## config.mk

```make
export PLATFORM = sky130hd
export DESIGN_NAME = regfile_wb_scheduler_flat
export DESIGN_NICKNAME = d
export VERILOG_FILES = /design/src/rtl/regfile_wb_if.sv /design/src/rtl/regfile_wb_scheduler.sv /design/src/flat_wrapper.sv
export SDC_FILE = /design/constraint.sdc
export NUM_CORES = 1
export LEC_CHECK = 0
export CAP_MARGIN = 15
export CORE_AREA = 4 4 120 122
export CTS_BUF_LIST = sky130_fd_sc_hd__clkbuf_4 sky130_fd_sc_hd__clkbuf_8
export CTS_CLUSTER_SIZE = 12
export DETAILED_ROUTE_END_ITERATION = 12
export DIE_AREA = 0 0 124 126
export GPL_TIMING_DRIVEN = 0
export PLACE_DENSITY_LB_ADDON = 0.12
export SKIP_CTS_REPAIR_TIMING = 1
export SYNTH_ARGS = -nofsm -noshare
export SYNTH_HDL_FRONTEND = slang
export SYNTH_SLANG_ARGS = --single-unit
```

## constraint.sdc

```tcl
create_clock -name clk -period 2.23 [get_ports clk]
set_input_delay 0.3345 -clock clk [delete_from_list [all_inputs] [get_ports clk]]
set_output_delay 0.3345 -clock clk [all_outputs]
set_load 0.005 [all_outputs]
```

## src/rtl/regfile_wb_if.sv

```systemverilog
// Bundle of the write-back requester handshakes, reservation/hazard-check port
// and the registered register-file write port used by regfile_wb_scheduler.
interface regfile_wb_if;
  // Handshake: wbN_valid/wbN_ready; a beat transfers at a rising clk edge where both
  // are high, and ready never depends on valid.
  logic        wb0_valid;
  logic        wb0_ready;
  logic [4:0]  wb0_addr;
  logic [31:0] wb0_data;
  logic        wb1_valid;
  logic        wb1_ready;
  logic [4:0]  wb1_addr;
  logic [31:0] wb1_data;
  logic        rsv_valid;
  logic [4:0]  rsv_addr;
  logic [4:0]  chk_addrA;
  logic [4:0]  chk_addrB;
  logic        busy_A;
  logic        busy_B;
  logic        rf_we;
  logic [4:0]  rf_waddr;
  logic [31:0] rf_wdata;
  logic        rsv_err;
  logic        dbg_rr_ptr;

  modport master (
    output wb0_valid, wb0_addr, wb0_data,
    output wb1_valid, wb1_addr, wb1_data,
    output rsv_valid, rsv_addr, chk_addrA, chk_addrB,
    input  wb0_ready, wb1_ready, busy_A, busy_B,
    input  rf_we, rf_waddr, rf_wdata, rsv_err, dbg_rr_ptr
  );

  modport slave (
    input  wb0_valid, wb0_addr, wb0_data,
    input  wb1_valid, wb1_addr, wb1_data,
    input  rsv_valid, rsv_addr, chk_addrA, chk_addrB,
    output wb0_ready, wb1_ready, busy_A, busy_B,
    output rf_we, rf_waddr, rf_wdata, rsv_err, dbg_rr_ptr
  );
endinterface

```

## src/rtl/regfile_wb_scheduler.sv

```systemverilog
// Two-requester write-back scheduler: 1-entry slot per requester, round-robin
// arbitration onto a single registered regfile write port, plus a pending-write scoreboard.
module regfile_wb_scheduler (
    input logic         clk,
    input logic         reset,
    regfile_wb_if.slave bus
);

    logic        s0_v, s1_v;
    logic [4:0]  s0_a, s1_a;
    logic [31:0] s0_d, s1_d;
    logic        rr_ptr;
    logic [31:0] pending;
    logic [31:0] pending_nxt;
    logic        gnt0, gnt1, any_gnt;
    logic [4:0]  g_addr;
    logic [31:0] g_data;
    logic        take0, take1;
    logic        rsv_conflict;

    // rr_ptr holds the last granted index; on a tie the other slot wins.
    always_comb begin
        gnt0 = 1'b0;
        gnt1 = 1'b0;
        if (s0_v && s1_v) begin
            if (rr_ptr) gnt0 = 1'b1;
            else        gnt1 = 1'b1;
        end else begin
            gnt0 = s0_v;
            gnt1 = s1_v;
        end
    end

    assign any_gnt       = gnt0 | gnt1;
    assign g_addr        = gnt1 ? s1_a : s0_a;
    assign g_data        = gnt1 ? s1_d : s0_d;
    assign bus.wb0_ready = !s0_v || gnt0;
    assign bus.wb1_ready = !s1_v || gnt1;
    assign take0         = bus.wb0_valid && bus.wb0_ready;
    assign take1         = bus.wb1_valid && bus.wb1_ready;
    assign bus.dbg_rr_ptr = rr_ptr;

    always_ff @(posedge clk) begin
        if (reset) begin
            s0_v   <= 1'b0;
            s1_v   <= 1'b0;
            s0_a   <= 5'd0;
            s1_a   <= 5'd0;
            s0_d   <= 32'd0;
            s1_d   <= 32'd0;
            rr_ptr <= 1'b1;
        end else begin
            if (take0) begin
                s0_v <= 1'b1;
                s0_a <= bus.wb0_addr;
                s0_d <= bus.wb0_data;
            end else if (gnt0) begin
                s0_v <= 1'b0;
            end
            if (take1) begin
                s1_v <= 1'b1;
                s1_a <= bus.wb1_addr;
                s1_d <= bus.wb1_data;
            end else if (gnt1) begin
                s1_v <= 1'b0;
            end
            if (any_gnt) rr_ptr <= gnt1;
        end
    end

    // Register 0 writes are consumed silently; the write port keeps its last values.
    always_ff @(posedge clk) begin
        if (reset) begin
            bus.rf_we    <= 1'b0;
            bus.rf_waddr <= 5'd0;
            bus.rf_wdata <= 32'd0;
        end else begin
            bus.rf_we <= any_gnt && (g_addr != 5'd0);
            if (any_gnt && (g_addr != 5'd0)) begin
                bus.rf_waddr <= g_addr;
                bus.rf_wdata <= g_data;
            end
        end
    end

    // A reservation landing on the edge that retires the same register wins (stays pending).
    always_comb begin
        pending_nxt = pending;
        if (bus.rf_we) pending_nxt[bus.rf_waddr] = 1'b0;
        if (bus.rsv_valid && (bus.rsv_addr != 5'd0)) pending_nxt[bus.rsv_addr] = 1'b1;
    end

    assign rsv_conflict = bus.rsv_valid && (bus.rsv_addr != 5'd0) && pending[bus.rsv_addr]
                          && !(bus.rf_we && (bus.rf_waddr == bus.rsv_addr));

    always_ff @(posedge clk) begin
        if (reset) begin
            pending     <= 32'd0;
            bus.rsv_err <= 1'b0;
        end else begin
            pending <= pending_nxt;
            if (rsv_conflict) bus.rsv_err <= 1'b1;
        end
    end

    assign bus.busy_A = (bus.chk_addrA != 5'd0) && pending[bus.chk_addrA];
    assign bus.busy_B = (bus.chk_addrB != 5'd0) && pending[bus.chk_addrB];

endmodule

```

## src/flat_wrapper.sv

```systemverilog
// flat-port wrapper written by rule: the top's interface ports become plain ports
module regfile_wb_scheduler_flat 
  (clk, reset, bus_wb0_valid, bus_wb0_addr, bus_wb0_data, bus_wb1_valid, bus_wb1_addr, bus_wb1_data, bus_rsv_valid, bus_rsv_addr, bus_chk_addrA, bus_chk_addrB, bus_wb0_ready, bus_wb1_ready, bus_busy_A, bus_busy_B, bus_rf_we, bus_rf_waddr, bus_rf_wdata, bus_rsv_err, bus_dbg_rr_ptr);
  regfile_wb_if bus_i ();
  input logic clk;
  input logic reset;
  input wire logic [$bits(bus_i.wb0_valid)-1:0] bus_wb0_valid;
  input wire logic [$bits(bus_i.wb0_addr)-1:0] bus_wb0_addr;
  input wire logic [$bits(bus_i.wb0_data)-1:0] bus_wb0_data;
  input wire logic [$bits(bus_i.wb1_valid)-1:0] bus_wb1_valid;
  input wire logic [$bits(bus_i.wb1_addr)-1:0] bus_wb1_addr;
  input wire logic [$bits(bus_i.wb1_data)-1:0] bus_wb1_data;
  input wire logic [$bits(bus_i.rsv_valid)-1:0] bus_rsv_valid;
  input wire logic [$bits(bus_i.rsv_addr)-1:0] bus_rsv_addr;
  input wire logic [$bits(bus_i.chk_addrA)-1:0] bus_chk_addrA;
  input wire logic [$bits(bus_i.chk_addrB)-1:0] bus_chk_addrB;
  output wire logic [$bits(bus_i.wb0_ready)-1:0] bus_wb0_ready;
  output wire logic [$bits(bus_i.wb1_ready)-1:0] bus_wb1_ready;
  output wire logic [$bits(bus_i.busy_A)-1:0] bus_busy_A;
  output wire logic [$bits(bus_i.busy_B)-1:0] bus_busy_B;
  output wire logic [$bits(bus_i.rf_we)-1:0] bus_rf_we;
  output wire logic [$bits(bus_i.rf_waddr)-1:0] bus_rf_waddr;
  output wire logic [$bits(bus_i.rf_wdata)-1:0] bus_rf_wdata;
  output wire logic [$bits(bus_i.rsv_err)-1:0] bus_rsv_err;
  output wire logic [$bits(bus_i.dbg_rr_ptr)-1:0] bus_dbg_rr_ptr;
  assign bus_i.wb0_valid = bus_wb0_valid;
  assign bus_i.wb0_addr = bus_wb0_addr;
  assign bus_i.wb0_data = bus_wb0_data;
  assign bus_i.wb1_valid = bus_wb1_valid;
  assign bus_i.wb1_addr = bus_wb1_addr;
  assign bus_i.wb1_data = bus_wb1_data;
  assign bus_i.rsv_valid = bus_rsv_valid;
  assign bus_i.rsv_addr = bus_rsv_addr;
  assign bus_i.chk_addrA = bus_chk_addrA;
  assign bus_i.chk_addrB = bus_chk_addrB;
  assign bus_wb0_ready = bus_i.wb0_ready;
  assign bus_wb1_ready = bus_i.wb1_ready;
  assign bus_busy_A = bus_i.busy_A;
  assign bus_busy_B = bus_i.busy_B;
  assign bus_rf_we = bus_i.rf_we;
  assign bus_rf_waddr = bus_i.rf_waddr;
  assign bus_rf_wdata = bus_i.rf_wdata;
  assign bus_rsv_err = bus_i.rsv_err;
  assign bus_dbg_rr_ptr = bus_i.dbg_rr_ptr;
  regfile_wb_scheduler u_core (.clk(clk), .reset(reset), .bus(bus_i));
endmodule
```

# Yosys cells after proc, flatten, opt, wreduce, memory -nomap -nowiden
# Index checks and enable logic that the tools add are counted.
[totals]
out_inout_bits = 44
ram_bits = 0
elab_cells = 68
inputBits = 94
mem_count = 0
romBits = 0
latch_bits = 0
reg_bits = 148
[classes]
mux = 22
reduce_logical = 23
n_bitwise = 4
div = 0
addsub = 0
n_shift = 0
multipliers = 0
n_eq_ne = 1
n_lt_le_gt_ge = 6
[op_table]
columns = ["cell", "n"]
rows = [
  ["2-to-1 mux 32 bit", 3],
  ["AND 32 bit", 1],
  ["NOT 32 bit", 1],
  ["bitwise OR 32 bit", 1],
  ["< comparator 5 x 6 -> 1 bit, second input constant", 4],
  ["nonzero test 5 bit", 4],
  ["binary-select mux 1 bit (select 5 bit)", 3],
  ["2-to-1 mux 1 bit", 13],
  ["logical AND 1 bit", 12],
  ["demux 1 bit (select 5 bit)", 2],
  [">= comparator 5 x 1 -> 1 bit, second input constant", 2],
  ["equality test 5 bit", 1],
  ["2-to-1 mux 5 bit", 1],
  ["nonzero test 2 bit", 2],
  ["zero test 1 bit", 3],
  ["logical OR 1 bit", 2],
  ["bitwise OR 1 bit", 1],
]

# Depth between registers and ports, before layout
# Gate-level depths: netlist (run 1).
[logic_depth]
word_depth = 9
mapped_depth = 7
depth_no_buf = 5

# Worst setup path before layout (run 1)
# OpenSTA, ideal clock, no wires.
[synth_timing]
path_kind = "input port to output port"
from = "in bus_chk_addrA[0]"
to = "out bus_busy_A"
cell_stages = 4
arrival_ns = 1.709
path_buffers = 1
setup_slack_ns = 0.187
t_required_ns = 1.896
path_cell_list = "buf_6 -> mux4_1 -> mux4_2 -> mux2_2"
[synth_via]
elab_chain_cells = 3
word_cells_on_any_way = 4
classes_between = "mux: 2; reduce/logical: 2"
[synth_rtl]
columns = ["item", "line_no", "source"]
rows = [
  ["start, declared", "flat_wrapper.sv:15", "input wire logic [$bits(bus_i.chk_addrA)-1:0] bus_chk_addrA;"],
  ["binary-select mux 1 bit (select 5 bit)", "regfile_wb_scheduler.sv:106", "assign bus.busy_A = (bus.chk_addrA != 5'd0) && pending[bus.chk_addrA];"],
  ["2-to-1 mux 1 bit (not written as such)", "regfile_wb_scheduler.sv:106", ""],
  ["logical AND 1 bit *", "regfile_wb_scheduler.sv:106", ""],
  ["end, declared", "flat_wrapper.sv:19", "output wire logic [$bits(bus_i.busy_A)-1:0] bus_busy_A;"],
]
# Every way passes the cells marked *; elsewhere a longest branch is shown, timed or not. The select of a mux whose other input is x is not followed.

# Final worst setup path (run 1)
[layout_timing]
from = "reg u_core.pending[17]"
to = "out bus_busy_B"
[layout_via]
elab_chain_cells = 3
[layout_rtl]
columns = ["item", "line_no", "source"]
rows = [
  ["start, declared", "regfile_wb_scheduler.sv:13", "logic [31:0] pending;"],
  ["start signal, assigned", "regfile_wb_scheduler.sv:101", "pending <= pending_nxt;"],
  ["binary-select mux 1 bit (select 5 bit)", "regfile_wb_scheduler.sv:107", "assign bus.busy_B = (bus.chk_addrB != 5'd0) && pending[bus.chk_addrB];"],
  ["2-to-1 mux 1 bit (not written as such)", "regfile_wb_scheduler.sv:107", ""],
  ["logical AND 1 bit", "regfile_wb_scheduler.sv:107", ""],
  ["end, declared", "flat_wrapper.sv:20", "output wire logic [$bits(bus_i.busy_B)-1:0] bus_busy_B;"],
]
# No other way between the ends. The select of a mux whose other input is x is not followed.

==> results of run 1 <==
routing by layer:
metal  GRT usage, %  vias up  part of all wire, %
li1               -     2938                    -
met1          28.67     2903                   41
met2          42.00      177                   51
met3          6.054       27                  6.2
met4          9.149        0                  1.9
met5              0        -                    0
synthesized netlist by cell type (2+ instances only):
master,count,share of area [%]
or3b_2,2,0.27
xor2_1,4,0.53
and2_1,2,0.19
o21ai_0,34,2.6
a221oi_1,2,0.27
mux2_2,17,2.9
clkbuf_1,40,2.3
nor3b_1,5,0.57
buf_1,3,0.17
nand3_1,5,0.38
or4_1,2,0.23
nand2_1,195,11
nor2b_1,3,0.29
nand3b_1,5,0.57
a222oi_1,4,0.61
inv_1,4,0.23
o21ai_1,2,0.15
buf_6,5,0.86
a21oi_1,112,8.6
dfxtp_1,148,45
nor2_1,47,2.7
mux4_2,3,1.0
mux4_1,14,5.6
mux2i_1,36,5.5
buf_2,10,0.76
a211oi_1,35,4.0
and3_1,3,0.29
a22oi_1,2,0.23
registers in the layout, indices dropped and copies added, names as in the netlist:
register	cells
u_core.bus.rsv_err	1
u_core.bus.rf_waddr	5
u_core.bus.dbg_rr_ptr	1
u_core.s0_a	5
u_core.s1_d	32
u_core.bus.rf_wdata	32
u_core.s0_d	32
u_core.pending	32
u_core.bus.rf_we	1
u_core.s0_v	1
u_core.s1_v	1
u_core.s1_a	5
metrics by stage:
stage,hold slack (ns),std cells,total power [W],TNS [ns],utilization (%)
after floorplan,0.4357,759,0.003405,0,-
after global placement,0.4414,1065,0.003861,-0.8900,61.20
after detailed placement,0.4472,1065,0.003883,-1.067,61.20
after CTS,0.3683,1095,0.006162,-1.200,64.52
after global routing,0.4198,1094,0.006371,-0.5303,64.44
final,0.3995,1094,0.006135,-0.4199,64.44
layout by cell type, fill, tap and decap left out, types with 2 or more instances in the layout:
cell type,n
a211oi_1,34
a21oi_1,112
a221oi_1,2
a222oi_1,4
a22oi_1,2
and2_1,2
and3_1,3
buf_1,3
buf_2,9
buf_6,5
bufinv_16,5
clkbuf_1,38
clkbuf_2,3
clkbuf_4,4
clkbuf_8,17
clkdlybuf4s50_1,128
clkinv_2,3
dfxtp_1,137
dfxtp_2,10
inv_1,4
mux2_2,16
mux2i_1,36
mux4_1,7
mux4_2,10
nand2_1,195
nand3_1,5
nand3b_1,5
nor2_1,47
nor2b_1,3
nor3b_1,5
o21ai_0,34
o21ai_1,2
or3b_2,2
or4_1,2
xor2_1,4
critical path, cell delays in order (launching register included):
cell	delay [ns]
dfxtp_2	0.35
mux4_1	0.51
nor2b_1	0.15
a211oi_1	0.20
a21oi_1	0.07
mux2_2	0.26
clkbuf_2	0.11
final cells by class:
cell class                      count  area, sq um
Inverter                            4        15.01
Multi-Input combinational cell    549         3288
Fill cell                        1144         4691
Tap cell                          176        220.2
Buffer                             57        267.8
Timing Repair Buffer              130         1291
Clock buffer                       20        256.5
Clock inverter                     10        181.4
Sequential cell                   148         2979
where the power goes:
part | switching (W) | leakage (nW) | internal, W
clock | 0.000955 | 0.223 | 0.00135
combinational | 0.000453 | 1.67 | 0.000474
sequential | 0.0000998 | 1.22 | 0.00280
total | 0.00151 | 3.11 | 0.00463
kinds of logic (layout without fill, tap and decap cells):
kind of cell,after synthesis,after routing,synth area share [%]
simple gates,275,275,17.30
compound gates,199,199,17.42
flops,148,148,45.23
mux,70,70,15.07
buf+inv,62,221,4.316
xor+xnor,5,5,0.6684
worst min path at each step:
stage	to	slack [ns]	depth (start not counted)
3_3_place_gp	u_core.s1_d[31]	0.44	2
3_5_place_dp	u_core.s1_d[16]	0.45	2
4_1_cts	u_core.pending[22]	0.37	5
2_1_floorplan	u_core.s0_d[0]	0.44	2
6_report	u_core.pending[22]	0.40	5
5_1_grt	u_core.s1_d[11]	0.42	3
==> flow_metrics.tcl, run 1 <==
set metrics [dict create \
    status "complete, but fails checks" \
    failed_checks "negative setup slack" \
    post_synth.cell_area_avg_sq_um 8.631 \
    pwr_density_cell_mw_per_mm2 721.8 \
    synthesis.area_sq_mm 0.006551 \
    gpl.final_weighted_congestion 0.8910 \
    timing_worst_setup_path_type "flop to primary output" \
    ir_worst_vdd_uv 514.8 \
    cts.clk_slew.worst_paths_ns 0.08 \
    yosys_most_used_dff "dfxtp_1" \
    clock_insertion_delay_worst_skew_ns 0.44 \
    grt.overflow.total 0 \
    final-max-slew-violation-count 0 \
    route.antenna.remaining_nets 0 \
    routedWlPerCell_um 17.27 \
    antenna_found_initial 0 \
    period_share_pct 109.5 \
    synth_cells 759 \
    max-clock-path-buffers 2 \
    rows 42 \
    dp.final_hpwl_um 13930 \
    slew_headroom_pct 26.79 \
    synth_cell_types 43 \
    placed_cell_area_sq_mm 0.008073 \
    ff2ff_path_depth 7 \
    synth.yosys.seq_area_share_pct 45.23 \
    worstMarginPinSlew_ns 1.096 \
    crit_required_ns 1.90 \
    post_place_setup_slack_ns -0.3883 \
    route.detailed.vias_per_inst 5.526 \
    max_clock_freq_mhz 409.3 \
    detailedRoute.firstPassIterationCount 5 \
    synth-seq-cells 148 \
    setup_violations 2 \
    worst_setup_path_start_kind "flop" \
    share_of_cells_above_drive_strength_1_pct 9.804 \
    hold_path.class "input pin to flop" \
    fp.dieH_um 126 \
    effective_utilization_at_floorplan_pct 49.67 \
    yosysWarningCount 0 \
    holdCritStartpoint "bus_rsv_addr[4]" \
    grt_start_max_net_pins 17 \
    die_x_extent_um 124 \
    synth-async-reset-ratio_pct 0 \
    floorplan.core_area_sq_mm 0.01319 \
    critical_path.reg2reg.startpoint "u_core.s1_a[0]" \
    drv_cap 0 \
    remaining_drc_errors 0 \
    fp.dieArea_sq_mm 0.01562 \
    io-pin-count 138 \
    rr_endpoint "u_core.bus.rf_wdata[20]" \
    vias 6045 \
    worstPathArrival_ns 2.11 \
    tritoncts_num_sinks 148 \
    final.setup.worst_slack_ns -0.2129 \
    clock-root-buffer "clkbuf_8" \
    synth.net_count 853 \
    postLayoutCellArea_sq_mm 0.008499 \
    tritoncts.num_buffers 17 \
    final_nets 1001 \
    crit_path_max_fanout 4 \
    global_route_wire_length_before_repair_um 29720 \
    ctsHtreeMaxLevel 4 \
    place.port_buffers 130 \
    synth_enable_flop_cells 0 \
    p_leak_nw 3.113 \
    syn2layout_area_growth_pct 29.74 \
    setup_repair_after_global_routing_missed_its_margin "yes" \
    finalHoldViolCount 0 \
    antenna-diode-count 0 \
    wirelength_um 18890 \
    first_global_vias 6074 \
    groute.usage.overall_pct 24.24 \
    tritoncts "done" \
    regToRegSetupSlack_ns 0.23 \
    drtIter0Drc 383 \
    critical_path.endpoint "bus_busy_B" \
    critPathCaptureType "primary output" \
    final_period_minus_worst_setup_slack_ns 2.443 \
    timing.critical_path.from "u_core.pending[17]" \
    finalClockSkew_ns 0.009454 \
]
(Power assumes the default switching activity.)
==> run 2: changes to the inputs <==
Settings changed: ABC_CLOCK_PERIOD_IN_PS set to 2300.
Clock period 2.23 ns to 2.3 ns, I/O delays scaled along.
==> run 2 against run 1 <==
  * Sequential power down 3%
  * The run still ends with negative setup slack left
  * First-iteration DRC count rose by 3.4%
  * Clock skew rose by 0.0016 ns
  * Largest power group unchanged
  * Clock power fell by 3%
  * Critical path depth is the same
  * Design area is essentially flat
  * Worst hold slack improved by 0.012 ns
  * Critical path type unchanged
  * Largest cell class unchanged
  * Register-to-register slack better by 0.03 ns
  * Via count decreased by 0.22%
  * Sequential share of layout area about the same
  * Sequential cell count stayed put
  * Global-route usage is the same
==> flow_metrics.tcl, run 2 (synthesis gave the netlist of run 1 again) <==
set metrics [dict create \
    drv_cap 0 \
    final.setup.worst_slack_ns -0.1497 \
    setup_repair_after_global_routing_missed_its_margin "yes" \
    setup_violations 2 \
    io-pin-count 138 \
    final-max-slew-violation-count 0 \
    drtIter0Drc 396 \
    slew_headroom_pct 28.96 \
    max-clock-path-buffers 2 \
    placed_cell_area_sq_mm 0.008073 \
    ctsHtreeMaxLevel 4 \
    cts.clk_slew.worst_paths_ns 0.08 \
    status "complete, but fails checks" \
    gpl.final_weighted_congestion 0.8910 \
    worst_setup_path_start_kind "flop" \
    clock-root-buffer "clkbuf_8" \
    fp.dieH_um 126 \
    final_period_minus_worst_setup_slack_ns 2.450 \
    post_place_setup_slack_ns -0.3393 \
    antenna_found_initial 0 \
    worstMarginPinSlew_ns 1.063 \
    timing_worst_setup_path_type "flop to primary output" \
    numPlacedInstances 1065 \
    tritoncts.num_buffers 17 \
    grt_start_max_net_pins 17 \
    grt.overflow.total 0 \
    layout_common_cells "nand2_1 (195), dfxtp_1 (137), clkdlybuf4s50_1 (128)" \
    route.detailed.vias_per_inst 5.514 \
    clock_insertion_delay_worst_skew_ns 0.44 \
    critPathSlowestCell "mux4_1" \
    postLayoutCellArea_sq_mm 0.008496 \
    place.port_buffers 130 \
    crit_path_cell_trace "mux4_1 -> nor2b_1 -> a211oi_1 -> a21oi_1 -> mux2_2 -> clkbuf_2" \
    cellInternalPower_w 0.004484 \
    share_of_cells_above_drive_strength_1_pct 9.695 \
    vias 6032 \
    floorplan.core_area_sq_mm 0.01319 \
    fin_worst_hold_slack_ns 0.4110 \
    crit_path_max_fanout 4 \
    power.share.switching_pct 24.54 \
    critPathCaptureType "primary output" \
    fp.dieArea_sq_mm 0.01562 \
    finalHoldViolCount 0 \
    power_switching_w 0.001458 \
    max_clock_freq_mhz 408.2 \
    post-layout-total-power_w 0.005942 \
    first_global_vias 6074 \
    route.antenna.remaining_nets 0 \
    finalClockSkew_ns 0.01110 \
    tritoncts_num_sinks 148 \
    antenna-diode-count 0 \
    sequential_share_of_power_pct 47.3 \
    syn2layout_area_growth_pct 29.68 \
    period_share_pct 106.5 \
    detailedRoute.firstPassIterationCount 5 \
    power.share.clock_pct 37.6 \
    pwr_density_cell_mw_per_mm2 699.5 \
    die_x_extent_um 124 \
    layout.cells.non_filler 1094 \
    p_leak_nw 3.110 \
    tritoncts "done" \
    failed_checks "negative setup slack" \
    max_stage_delay_ns 0.51 \
    groute.usage.overall_pct 24.24 \
    rows 42 \
    routedWlPerCell_um 17.21 \
    crit_required_ns 1.96 \
    effective_utilization_at_floorplan_pct 49.67 \
    comb_power_share_pct 15.1 \
    dp.final_hpwl_um 13930 \
    remaining_drc_errors 0 \
    global_route_wire_length_before_repair_um 29720 \
    wirelength_um 18830 \
    leading_cell_type_in_the_layout_fill_and_taps_excluded "nand2_1" \
    final_nets 1001 \
    ir_worst_vdd_uv 499.6 \
    worstPathArrival_ns 2.10 \
    hold_path.class "input pin to flop" \
]
[run 2: final timing paths]
path,from,endpoint,slack [ns],depth (start not counted)
setup / recovery,u_core.pending[17],bus_busy_B,-0.15,6
hold / removal,bus_rsv_addr[4],u_core.pending[22],0.41,5
setup reg to reg,u_core.bus.dbg_rr_ptr,u_core.s0_d[1],0.26,7
hold reg to reg,u_core.s0_d[21],u_core.s0_d[21],0.46,2
[run 2: power by group through the flow]
stage	logic (W)	clock network (W)	registers, W
after CTS	0.000901	0.00226	0.00281
final	0.000895	0.00224	0.00281
after floorplan	0.000452	0	0.00285
after global placement	0.000880	0	0.00286
after detailed placement	0.000897	0	0.00287
after global routing	0.000979	0.00237	0.00283
[run 2: critical path, delay by kind of cell (launching register included)]
kind / cells / cell delay [ns]
multiplexers: 2 / 0.77
flip-flops: 1 / 0.35
AO/OA/AOI/OAI: 2 / 0.27
AND/OR/NAND/NOR: 1 / 0.15
buffers and inverters: 1 / 0.11
[run 2: per-layer routing]
metal / GRT usage (%) / routed length [um] / up-vias / part of all wire (%)
met5: 0 / 0 / - / 0
met4: 9.149 / 431 / 0 / 2.3
met3: 6.054 / 1238 / 35 / 6.6
met2: 42.00 / 9444 / 189 / 50
met1: 28.67 / 7715 / 2867 / 41
li1: - / - / 2941 / -
[run 2: final cells by class]
cell class | count | area, sq um
well taps | 176 | 220.2
inverters | 4 | 15.01
clock buffers | 20 | 256.5
flip-flops and latches | 148 | 2979
fillers | 1145 | 4695
clock inverters | 10 | 181.4
plain buffers | 57 | 264.0
repair buffers | 130 | 1291
multi-input cells | 549 | 3288
[run 2: through the flow]
step	util, %	setup TNS (ns)
CTS	64.52	-1.081
finish	64.41	-0.2930
floorplan	-	0
global placement	61.20	-0.5468
detailed placement	61.20	-0.6420
global route	64.41	-0.4113
